File: config.mk
export PLATFORM = sky130hd
export DESIGN_NAME = canny_mul_share_arb
export DESIGN_NICKNAME = d
export VERILOG_FILES = /design/src/rtl/canny_mul_share_arb.sv
export SDC_FILE = /design/constraint.sdc
export NUM_CORES = 1
export LEC_CHECK = 0
export BUFFER_PORTS_ARGS = -buffer_cell sky130_fd_sc_hd__buf_2
export CAP_MARGIN = 20
export CELL_PAD_IN_SITES_DETAIL_PLACEMENT = 0
export CELL_PAD_IN_SITES_GLOBAL_PLACEMENT = 2
export CORE_UTILIZATION = 17
export CTS_CLUSTER_DIAMETER = 150
export DETAILED_ROUTE_END_ITERATION = 6
export PLACE_DENSITY = 0.92
export SLEW_MARGIN = 5
export SYNTH_ARGS = -nofsm -noshare
export SYNTH_HDL_FRONTEND = slang
export SYNTH_SLANG_ARGS = --single-unit
export TNS_END_PERCENT = 100
File: constraint.sdc
create_clock -name clk -period 2.71 [get_ports clk]
set_input_delay 0 -clock clk [delete_from_list [all_inputs] [get_ports clk]]
set_output_delay 0 -clock clk [all_outputs]
set_load 0.05 [all_outputs]
File: src/rtl/canny_mul_share_arb.sv
// Round-robin scheduler that shares one pipelined signed multiplier among NUM_REQ requesters.
// Each in-flight product carries an id tag that travels in lock-step with the multiplier pipe.
module canny_mul_share_arb #(
    parameter int NUM_REQ = 4,
    parameter int ID_W    = 2,
    parameter int DIN_W   = 11,
    parameter int DOUT_W  = 22,
    parameter int MUL_LAT = 3
) (
    input  logic                       clk,
    input  logic                       reset,
    input  logic [NUM_REQ-1:0]         req_valid,
    output logic [NUM_REQ-1:0]         req_ready,
    input  logic [NUM_REQ*DIN_W-1:0]   req_a,
    input  logic [NUM_REQ*DIN_W-1:0]   req_b,
    output logic                       mul_ce,
    output logic [DIN_W-1:0]           mul_din0,
    output logic [DIN_W-1:0]           mul_din1,
    input  logic [DOUT_W-1:0]          mul_dout,
    output logic                       res_valid,
    input  logic                       res_ready,
    output logic [DOUT_W-1:0]          res_data,
    output logic [ID_W-1:0]            res_id,
    output logic                       busy
);

    logic [MUL_LAT-1:0]           r_vld;
    logic [MUL_LAT-1:0][ID_W-1:0] r_id;
    logic [ID_W-1:0]              r_ptr;

    logic                         w_ce;
    logic                         w_found;
    logic                         w_issue;
    logic [ID_W-1:0]              w_idx;
    logic [ID_W-1:0]              w_grant_id;
    logic [NUM_REQ-1:0]           w_grant;

    function automatic logic [ID_W-1:0] rr_idx(input logic [ID_W-1:0] base, input int k);
        int s;
        s = int'(base) + k;
        if (s >= NUM_REQ) s = s - NUM_REQ;
        return ID_W'(s);
    endfunction

    // A result held by downstream freezes the tag pipe and the multiplier together.
    assign w_ce = ~(r_vld[MUL_LAT-1] & ~res_ready);

    always_comb begin
        w_found    = 1'b0;
        w_grant_id = '0;
        w_idx      = '0;
        for (int k = 0; k < NUM_REQ; k++) begin
            w_idx = rr_idx(r_ptr, k);
            if (!w_found && req_valid[w_idx]) begin
                w_found    = 1'b1;
                w_grant_id = w_idx;
            end
        end
    end

    // Gating with reset keeps the combinational grant path at its reset value too.
    assign w_issue   = w_ce & w_found & reset;
    assign w_grant   = w_issue ? (NUM_REQ'(1) << w_grant_id) : '0;
    assign req_ready = w_grant;

    always_comb begin
        mul_din0 = '0;
        mul_din1 = '0;
        for (int i = 0; i < NUM_REQ; i++) begin
            if (w_grant[i]) begin
                mul_din0 = req_a[i*DIN_W +: DIN_W];
                mul_din1 = req_b[i*DIN_W +: DIN_W];
            end
        end
    end

    // NOTE: state uses non-blocking assignments so every stage shifts from pre-edge values.
    always_ff @(posedge clk or negedge reset) begin
        if (!reset) begin
            r_vld <= '0;
            r_id  <= '0;
            r_ptr <= '0;
        end else if (w_ce) begin
            r_vld <= {r_vld[MUL_LAT-2:0], w_issue};
            r_id  <= {r_id[MUL_LAT-2:0], (w_issue ? w_grant_id : ID_W'(0))};
            if (w_issue) begin
                r_ptr <= (w_grant_id == ID_W'(NUM_REQ - 1)) ? '0 : w_grant_id + 1'b1;
            end
        end
    end

    assign mul_ce    = w_ce;
    assign res_valid = r_vld[MUL_LAT-1];
    assign res_id    = r_id[MUL_LAT-1];
    assign res_data  = mul_dout;
    assign busy      = |r_vld;

endmodule
Word level (Yosys, flattened, before mapping)

Cells that the tools add are included.

Latch bits: 0
Memories kept: 0
Bits in registers: 11
Bits in read-only memories: 0
RAM bits: 0
Bits of input ports: 117

Div/mod/pow operators: 0
Multiplexer cells: 31
Multipliers: 0
Equal/unequal tests: 1
Order comparisons: 8
Add/subtract/negate cells: 8
Bitwise operators: 5
Shift-type cells: 1
Reductions and logical operators: 8

Operators by type and width:

| kind                                                       | count |
|---|---|
| two-way mux 11 bit                                         | 8 |
| two-way mux 2 bit                                          | 10 |
| less-than comparator 2 x 3 -> 1 bit, second input constant | 4 |
| >= comparator 3 bit, second input constant                 | 3 |
| binary-select mux 1 bit (select 2 bit)                     | 4 |
| two-way mux 1 bit                                          | 8 |
| subtractor 2 x 1 -> 2 bit, second input constant           | 4 |
| adder 2 x 2 -> 3 bit, second input constant                | 2 |
| two-way mux 4 bit                                          | 1 |
| << shifter 1 x 2 -> 4 bit, first input constant            | 1 |
| adder 2 x 1 -> 3 bit, second input constant                | 1 |
| bitwise AND 1 bit                                          | 3 |
| >= comparator 2 x 3 -> 1 bit, second input constant        | 1 |
| logical AND 1 bit                                          | 3 |
| logical NOT 1 bit                                          | 3 |
| OR reduction 3 bit                                         | 1 |
| adder 2 x 1 -> 2 bit, second input constant                | 1 |
| == test 2 bit, second input constant                       | 1 |
| NOT 1 bit                                                  | 2 |
| AND reduction 2 bit                                        | 1 |

Logic depth before layout (Yosys ltp)

Gate-level depths: netlist (run 1).

Depth in word-level cells: 21
Mapped depth: 10
Mapped depth without buffers: 9

Worst setup path before layout (run 1)

No wires, ideal clock.

Path type: flip-flop to output port
From: register r_ptr[1]
To: output mul_din1[0]
Stages on the path, launching flop included: 11
Arrival: 2,564 ps
Path buffers: 1
Slack: 146 ps
Path through: dfrtp_1 -> nand2_1 -> nand3b_1 -> a2bb2oi_1 -> inv_1 -> ha_1 -> nor2b_4 -> buf_6 -> a221oi_1 -> a211o_1 -> a21oi_1

Word-level cells in the longest chain between the ends: 21
Elaborated cells on any way between the ends: 45
Classes of those cells: 7 x add/sub; 4 x order compare; 1 x shift; 25 x mux; 2 x bitwise; 6 x reduce/logical

Ends and longest elaborated chain:

| element                                                       | RTL line | source |
|---|---|---|
| from (decl)                                                   | 29       | `logic [ID_W-1:0] r_ptr;` |
| from (signal assigned)                                        | 87       | `r_ptr <= (w_grant_id == ID_W'(NUM_REQ - 1)) ? '0 : w_grant_id + 1'b1;` |
| branches (longest 16 deep; another with adder 2 x 1 -> 3 bit) | --       |  |
| two-way mux 4 bit (*)                                         | 63       | `assign w_grant = w_issue ? (NUM_REQ'(1) << w_grant_id) : '0;` |
| two-way mux 11 bit (3 in series)                              | 70       | `if (w_grant[i]) begin` |
| two-way mux 11 bit (*)                                        | 70       |  |
| to (decl)                                                     | 18       | `output logic [DIN_W-1:0] mul_din1,` |

Mark *: on every way between the ends. The select of a mux whose other input is x is not followed.

Worst setup path after layout (run 1)

From: register r_ptr[1]
To: output mul_din1[10]

Same word-level chain as after synthesis.

==> results of run 1 <==
==> worst min path at each step <==
| stage | from | to | cells past startpoint |
|---|---|---|---|
| finish | mul_dout[16] | res_data[16] | 0 |
| global route | mul_dout[16] | res_data[16] | 0 |
| CTS | mul_dout[10] | res_data[10] | 0 |
| detailed placement | reset | r_vld[2] | 1 |
| global placement | reset | r_vld[2] | 1 |
| floorplan | reset | r_id[0] | 0 |
==> repair_timing <==
action / CTS / global route
setup buffers: 0 / 1
hold buffers: 1 / 0
resized for setup: 0 / 5
hold endpoints to repair: 11 / 0
setup endpoints to repair: 0 / 17
==> metal layers <==
metal | vias to the layer above | track usage | wire [µm]
met5 | - | 0 | 0
met4 | 0 | 0.0362 | 61
met3 | 10 | 0.0144 | 253
met2 | 71 | 0.189 | 2620
met1 | 863 | 0.126 | 2250
li1 | 914 | - | -
==> power by group <==
part	leakage (nW)	total [mW]	switching (mW)	internal, mW
logic	1.04	1.66	1.06	0.608
clock network	0.0228	0.159	0.0563	0.103
registers	0.139	0.274	0.0442	0.230
total	1.20	2.10	1.16	0.941
==> sequential cells by signal, summed over array words and instances (netlist names) <==
name / flops
r_id: 4
r_vld: 3
res_id: 2
r_ptr: 2
==> area by class of cell <==
cell class	count	area, µm²
sequential	11	275
clock buffer	4	45.0
inverter	26	97.6
multi-input combinational	128	901
timing repair buffer	138	728
tap	108	135
fill	1007	6580
==> cell families after synthesis <==
kind of cell	count (synthesis)
and+or+nand+nor	43
adders and majority gates	4
buffers and inverters	68
muxes	6
DFF	11
AOI/OAI and AO/OA	75
==> through the flow <==
step	area (µm²)	utilization
final	2180	0.249
after CTS	2150	0.246
after detailed placement	2100	0.239
after floorplan	1550	-
after global routing	2180	0.249
after global placement	2100	0.239
==> placed cells by master (no fill, tap or decap), types with 3 or more instances in the layout <==
cell	count
a211o_1	22
a21oi_1	24
a221oi_1	22
and2_1	4
buf_2	124
buf_4	12
clkbuf_8	3
dfrtp_1	11
ha_1	3
inv_1	26
mux2_2	5
nand2_1	30
==> worst max-delay path, stage by stage, from the launching register on <==
cell	delay, ns
dfrtp_1	0.42
mux2i_1	0.24
o22ai_2	0.11
nor2_2	0.17
inv_1	0.08
ha_1	0.21
nor2b_4	0.13
buf_4	0.18
a221oi_1	0.26
a211o_1	0.18
a21oi_1	0.07
clkbuf_4	0.21
==> out/results.tsv, run 1 <==
metric	value	unit
status	finished, final reports clean	
cp-startpoint	r_ptr[1]	
route.detailed.drc	0	
cp-endpoint	mul_din1[10]	
synth_compound_area_frac	0.365	
fp.dieH	97.4	µm
fmax	398	MHz
syn_to_final_growth	41.0	%
ios	170	
fin_crit_sh	0.926	
pre_cts_ws	0.361	ns
yosysUniqueCellTypes	29	
timing.rr.start	r_vld[2]	
wirelength	5.19	mm
core	0.00876	mm²
final.setup.tns	0	ns
n_antenna_cell	0	
numCtsBuffers	3	
min_path_type	in -> out	
slew_headroom	0.642	
die_x	97.4	µm
timing_hold_violations_final	0	
path_class	reg -> out	
drt-wirelength-per-cell	12.5	µm
grt_pass1_wl	8.22	mm
synth_simple_gate_area_frac	0.128	
place_congestion	0.701	
avgSynthCellArea	7.48	µm²
vias_per_cell	4.48	
finalCriticalPeriod	2.51	ns
synth_edf_count	0	
clock_path_buffers	2	
grt_use_total	0.105	
grt_pass1_vias	1797	
synth_xor_area_frac	0	
htree_levels	1	
ys_top_cells_by_area	dfrtp_1 18%, buf_4 13%, a211o_1 12%	
setup_violations	0	
synth_warnings	0	
cts_tree	yes	
drt_iter0_markers	48	
reg2reg_depth	5	
synth_top_family_by_area	compound AO/OA/AOI/OAI gates	
root_buffer	clkbuf_8	
rsz0062_at_grt	no	
power_density	961	mW/mm²
synthMuxAreaShare	0.0428	
drive_above_1_share	0.498	
crit_path_start_kind	flop	
worstPathRequired	2.71	ns
synth_cells	207	
cap_violations	0	
total_power	2.10	mW
whs	0.0000193	ns
ys_seq_elements	11	
synthesis.nets	328	
worst_setup_path_end_kind	primary output	
synthAdderAreaFrac	0.0323	
worst_slew_pin_slew	0.537	ns
final_cells	415	
grt_max_degree	33	
irDropWorstVdd	0.000263	V
drtAntennaViolNets	0	
maxSlewViolCount	0	
synth_top_flop_cell	dfrtp_1	
start_util	0.177	
synth.most_common_cell	nand2_1	
final_nets	429	
synth_seq_area_share	0.178	
overflow	0	
clock-sinks	11	
timing.rr.end	r_id[0]	
io_buffers	125	
hpwl	4.03	mm
synth_area	0.00155	mm²
rows	34	
power.leakage	1.20	nW
synthTopCellsByCount	30 x nand2_1, 27 x buf_4, 26 x inv_1	
r2r_setup_slack	0.99	ns
dieArea	0.00949	mm²
cp_max_fo	11	
fin_skew	0.00449	ns
yosys.area.top_type_share	0.178	
antenna_found_initial	0	
async_flop_share	1.00	
clk_pin_slew_worst_paths	0.05	ns
fin_ws	0.200	ns
place_inst	409	
clk_latency	0.23	ns
synth_top_area_cell	dfrtp_1	
critPathArrivalTime	2.51	ns
vias	1858	
drtPass1Iterations	4	
Power figures use the tool's default switching activity.
==> run 2, diff against run 1 <==
==> constraint.sdc (replaced) <==
create_clock -name clk -period 2.71 [get_ports clk]
set_input_delay 0.542 -clock clk [delete_from_list [all_inputs] [get_ports clk]]
set_output_delay 0.542 -clock clk [all_outputs]
set_load 0.05 [all_outputs]
==> run 2 against run 1 <==
The flow now finishes with violations (setup timing). Clock power barely moved. Hold slack improved by 0.28 ns. Worst setup slack got worse by 0.47 ns. Global-route usage increased by 1.4 points. Count of clock-buffer cells in the layout unchanged. Register-to-register slack got worse by 0.07 ns. Total power increased by 49%. Via count rose by 7.2%. Clock skew is 0.0013 ns lower. Utilization is 11 points higher. Wire length rose by 18%. Critical path depth grew 2.
==> out/results.tsv, run 2 (synthesized netlist as in run 1, its figures left out) <==
metric	value	unit	change
status	finished with violations		
violations	setup timing		
worst_setup_path_end_kind	primary output		
ios	170		unchanged
total_power	3.14	mW	+49%
cp_num_buf_inv	6		+3
grt_use_total	0.119		+0.0138
root_buffer	clkbuf_8		
timing.rr.end	r_ptr[0]		
mostFrequentLayoutCell	buf_2		
route.detailed.drc	0		unchanged
cp_common_cell	buf_6		
regMostFlops	r_id		
grt_pass1_vias	1991		+11%
drtPass1Iterations	4		unchanged
syn_to_final_growth	104	%	
fmax	336	MHz	-16%
fin_skew	0.00317	ns	-0.00132 ns
grt_max_degree	25		-24%
start_util	0.177		unchanged
final.setup.tns	-4.94	ns	-4.94 ns
dieArea	0.00949	mm²	unchanged
grt_pass1_wl	9.29	mm	+13%
hpwl	4.46	mm	+11%
crit_chain	buf_2 -> nand3b_1 -> a2bb2oi_2 -> inv_2 -> buf_6 -> ha_4 -> nor2b_4 -> buf_4 -> clkbuf_16 -> a221oi_2 -> a211o_1 -> a21oi_4 -> buf_6		
final_cells	445		+7.2%
maxSlewViolCount	0		unchanged
overflow	0		unchanged
timing.rr.start	r_ptr[1]		
whs	0.277	ns	+0.277 ns
io_buffers	125		unchanged
finalCriticalPeriod	2.98	ns	+0.467 ns
htree_levels	1		unchanged
critPathArrivalTime	2.43	ns	-0.08 ns
drive_above_1_share	0.697		+0.199
clock_path_buffers	2		unchanged
layout_common_cells	101 x buf_2, 29 x nand2_1, 29 x buf_4		
vias	1991		+7.2%
power_density	994	mW/mm²	+3.4%
crit_path_start_kind	primary input		
slowest_stage	a221oi_2		
setup_violations	22		+22
wirelength	6.11	mm	+18%
clock-sinks	11		unchanged
reg2reg_depth	8		+3
cp_max_fo	5		-6
place_inst	429		+4.9%
vias_per_cell	4.47		about the same
power.leakage	1.50	nW	+25%
path_class	in -> out		
r2r_setup_slack	0.92	ns	-0.07 ns
holdBufCountCts	0		-1
min_path_type	in -> async		
cp_top_family	buffers and inverters		
cap_violations	0		unchanged
timing_hold_violations_final	0		unchanged
irDropWorstVdd	0.000332	V	+26%
cts_tree	yes		
fp.dieH	97.4	µm	unchanged
numCtsBuffers	3		unchanged
rsz0062_at_grt	yes		
clk_pin_slew_worst_paths	0.05	ns	about the same
clk_latency	0.23	ns	about the same
fin_crit_sh	1.10		+0.172
n_antenna_cell	0		unchanged
drt-wirelength-per-cell	13.7	µm	+9.9%
antenna_found_initial	0		unchanged
drtAntennaViolNets	0		unchanged
worstPathRequired	2.17	ns	-0.54 ns
final_nets	459		+7.0%
die_x	97.4	µm	unchanged
slew_headroom	0.692		+0.0498
drt_iter0_markers	27		-44%
top_regs	r_id x4, r_vld x3		
core	0.00876	mm²	unchanged
largest_reg_flops	4		unchanged
place_congestion	0.753		+7.5%
critPathMaxStageDelay	0.22	ns	-0.20 ns
worst_slew_pin_slew	0.461	ns	-0.0757 ns
rows	34		unchanged
final_util	0.360		+0.111
fin_ws	-0.266	ns	-0.467 ns
-- run 2: power by group --
| part | switching [mW] | leakage [nW] | internal, mW | total [mW] |
|---|---|---|---|---|
| Combinational | 1.46 | 1.34 | 1.25 | 2.71 |
| Clock | 0.0558 | 0.0228 | 0.103 | 0.159 |
| Sequential | 0.0412 | 0.139 | 0.230 | 0.271 |
| Total | 1.55 | 1.50 | 1.58 | 3.14 |
-- run 2: worst max-delay path by stage --
stage	startpoint	to	slack (ns)	cells after the start
CTS	r_ptr[1]	mul_din1[0]	-0.25	9
global route	r_ptr[1]	mul_din0[3]	-0.40	12
floorplan	req_valid[0]	mul_din1[0]	-0.02	9
global placement	req_valid[0]	mul_din0[4]	-0.32	10
finish	req_valid[1]	mul_din1[7]	-0.27	13
detailed placement	req_valid[0]	mul_din0[4]	-0.37	10
-- run 2: what timing repair did --
item	CTS	global route
resized for setup	47	46
setup endpoints to repair	23	24
pin swaps	7	28
cloned	0	3
buffers inserted	3	6
endpoints found under the hold margin	0	0
-- run 2: per-stage QoR --
step | cell area (µm²) | worst slack [ns]
floorplan | 1810 | -0.0200
global placement | 2580 | -0.324
detailed placement | 2580 | -0.366
CTS | 2830 | -0.253
global route | 3150 | -0.400
finish | 3150 | -0.266
-- run 2: routing by layer --
layer	part of all wire	GRT usage	routed length, µm
met3	0.054	0.0230	327
met4	0.010	0.0283	63
met1	0.41	0.137	2510
met5	0	0	0
met2	0.53	0.222	3210
-- run 2: area by class of cell --
cell class,instances,area (µm²)
Fill cell,900,5610
Multi-Input combinational cell,128,1360
Timing Repair Buffer,168,1240
Sequential cell,11,275
Tap cell,108,135
Inverter,26,97.6
Clock buffer,4,45.0
==> run 3, diff against run 2 <==
--- a/config.mk
+++ b/config.mk
@@ -5,14 +5,15 @@
 export SDC_FILE = /design/constraint.sdc
 export NUM_CORES = 1
 export LEC_CHECK = 0
+export ABC_AREA = 1
 export BUFFER_PORTS_ARGS = -buffer_cell sky130_fd_sc_hd__buf_2
 export CAP_MARGIN = 20
 export CELL_PAD_IN_SITES_DETAIL_PLACEMENT = 0
 export CELL_PAD_IN_SITES_GLOBAL_PLACEMENT = 2
-export CORE_UTILIZATION = 17
+export CORE_UTILIZATION = 19
 export CTS_CLUSTER_DIAMETER = 150
 export DETAILED_ROUTE_END_ITERATION = 6
-export PLACE_DENSITY = 0.92
+export PLACE_DENSITY = 0.91
 export SLEW_MARGIN = 5
 export SYNTH_ARGS = -nofsm -noshare
 export SYNTH_HDL_FRONTEND = slang
==> run 3 against run 2 <==
The run ends with DRC, setup timing left. Final area is 30% higher. First-iteration DRC count grew to 4.7 times the previous value. Via count is 56% higher. Final cell count is 55% higher. Maximum frequency is 5.4% lower. Count of clock-buffer cells in the layout stayed put. Non-clock buffer count is 3 lower. Global-route usage is 2.0 points higher. Synthesized cell count is 110% higher. Clock skew is 0.0023 ns lower.
==> out/results.tsv, run 3 <==
metric	value	unit	change
status	finished with violations		
violations	DRC, setup timing		
clock_path_buffers	2		unchanged
post_dp_cell_area	0.00334	mm²	+29%
drt-wirelength-per-cell	13.7	µm	+0.12%
fp.dieH	112	µm	+15%
path_class	reg -> out		
vias	3101		+56%
io_buffers	125		unchanged
grt_pass1_wl	14.1	mm	+52%
async_flop_share	1.00		unchanged
htree_levels	1		unchanged
final_area	0.00410	mm²	+30%
top_usage_layer	met2		
synth_top_flop_cell	dfrtp_1		
worstPathRequired	2.17	ns	about the same
ys_seq_elements	11		unchanged
fillers	1263		+40%
overflow	0		unchanged
synthTopCellsByCount	132 x nand2_1, 66 x nand4_1, 61 x inv_1		
root_buffer	clkbuf_16		
place_congestion	0.818		+8.6%
hpwl	7.18	mm	+61%
worst_slew_pin_slew	0.260	ns	-0.201 ns
top_regs	r_id x4, r_vld x3		
synth_area	0.00231	mm²	+49%
crit_path_start_kind	flop		
wirelength	9.46	mm	+55%
grt_max_degree	48		+92%
worst_setup_path_end_kind	primary output		
synthesis.nets	550		+68%
holdBufCountCts	0		unchanged
largest_reg_flops	4		unchanged
route.detailed.drc	11		+11
yosys.area.top_type_share	0.215		+0.0368
setup_violations	26		+18%
syn_to_final_growth	77.5	%	
yosysUniqueCellTypes	27		-6.9%
synth_edf_count	0		unchanged
ys_top_cells_by_area	nand2_1 21%, nand4_1 18%, dfrtp_1 12%		
start_util	0.199		+0.0222
clk_pin_slew_worst_paths	0.04	ns	about the same
avgSynthCellArea	5.38	µm²	-28%
pre_cts_ws	-0.389	ns	-0.0232 ns
core	0.0116	mm²	+33%
grt_pass1_vias	2965		+49%
drt_iter0_markers	127		+370%
clock-sinks	11		unchanged
dieArea	0.0126	mm²	+33%
layout_common_cells	99 x buf_2, 72 x nand2_1, 66 x nand4_1		
grtUsageMet1	0.172		+0.0349
final_util	0.353		-0.00710
synth_top_area_cell	nand2_1		
fin_crit_sh	1.16		+0.0629
ios	170		unchanged
final_nets	666		+45%
rows	39		+15%
regMostFlops	r_id		
drive_above_1_share	0.535		-0.162
cap_violations	0		unchanged
min_path_type	in -> async		
grt_use_met2	0.258		+0.0368
synth.most_common_cell	nand2_1		
fin_ws	-0.437	ns	-0.170 ns
drtPass1Iterations	6		+2
maxSlewViolCount	0		unchanged
critPathArrivalTime	2.60	ns	+0.17 ns
clk_latency	0.24	ns	about the same
rsz0062_at_grt	yes		
synth_seq_area_share	0.119		-0.0586
grt_use_total	0.139		+0.0204
timing_hold_violations_final	0		unchanged
cp_max_fo	6		+1
die_x	112	µm	+15%
numCtsBuffers	3		unchanged
synth_cells	429		+110%
fin_skew	0.000859	ns	-0.00231 ns
cts_tree	yes		
synth_warnings	0		unchanged
finalCriticalPeriod	3.15	ns	+0.170 ns
mostFrequentLayoutCell	buf_2		
whs	0.232	ns	-0.0450 ns
antenna_found_initial	1		+1
grtUsageMet3	0.0167		-0.00628
slew_headroom	0.826		+0.134
fmax	318	MHz	-5.4%
vias_per_cell	4.51		+0.74%
drtAntennaViolNets	0		unchanged
[run 3: cell count changes after synthesis, moves of 22 or more]
cell / change
nand3_1: +25
inv_1: +35
a211o_1: -22
nand4_1: +66
nor2_1: +25
a221oi_1: -22
nand2_1: +102
a21oi_1: -23
[run 3: metal layers]
layer | routed length (µm) | up-vias
met4 | 68 | 0
met2 | 4930 | 104
met1 | 3930 | 1427
li1 | - | 1562
met3 | 533 | 8
met5 | 0 | -
[run 3: area by class of cell]
class / count / area [µm²] / share of cell area
clock buffers: 4 / 78.8 / 0.0192
repair buffers: 165 / 1380 / 0.338
well taps: 143 / 179 / 0.0437
inverters: 86 / 333 / 0.0812
multi-input cells: 278 / 1840 / 0.450
flip-flops and latches: 11 / 278 / 0.0678
diodes: 1 / 2.50 / 0.000611
[run 3: worst max-delay path, stage by stage (launching register included)]
cell,delay (ns)
dfrtp_2,0.44
buf_6,0.16
nand2_1,0.07
o21ai_2,0.06
o21ai_2,0.24
nand2_2,0.11
o21ai_2,0.15
nand2_2,0.12
buf_6,0.16
ha_4,0.21
clkbuf_16,0.17
nand4_1,0.09
nand3_2,0.10
nand2_2,0.10
nand2_4,0.05
buf_6,0.14
[run 3: final timing paths]
check                      startpoint     endpoint  slack (ns)  cells after the start
hold / removal                  reset     r_ptr[1]        0.23                      2
setup / recovery             r_ptr[0]  mul_din0[3]       -0.44                     15
min in group clk              r_id[3]    res_id[1]        0.48                      2
setup reg to reg             r_ptr[0]     r_ptr[0]        0.52                     14
hold reg to reg               r_id[3]    res_id[1]        0.48                      2
max in group asynchronous       reset     r_ptr[0]        2.32                      2
[run 3: timing repair]
action / CTS / global route
gates cloned: 3 / 1
endpoints found under the hold margin: 0 / 0
pin swaps: 17 / 18
resized for setup: 121 / 44
endpoints found under the setup margin: 26 / 26
buffers inserted: 4 / 2
[run 3: cell families after synthesis]
kind of cell	count (synthesis)	share of synthesized area
buffers and inverters	140	0.289
AND/OR/NAND/NOR	261	0.539
adder cells (fa/ha/maj)	4	0.0217
AO/OA/AOI/OAI	13	0.0309
flip-flops	11	0.119
[run 3: per-stage QoR]
step	cells	TNS [ns]
2_1_floorplan	429	0
3_3_place_gp	673	-7.05
3_5_place_dp	673	-8.28
4_1_cts	684	-8.46
5_1_grt	688	-12.34
6_report	688	-9.83
Power of run 3 is not shown: default switching activity piles up to over one toggle a cycle in this logic, so the estimate is an artifact.
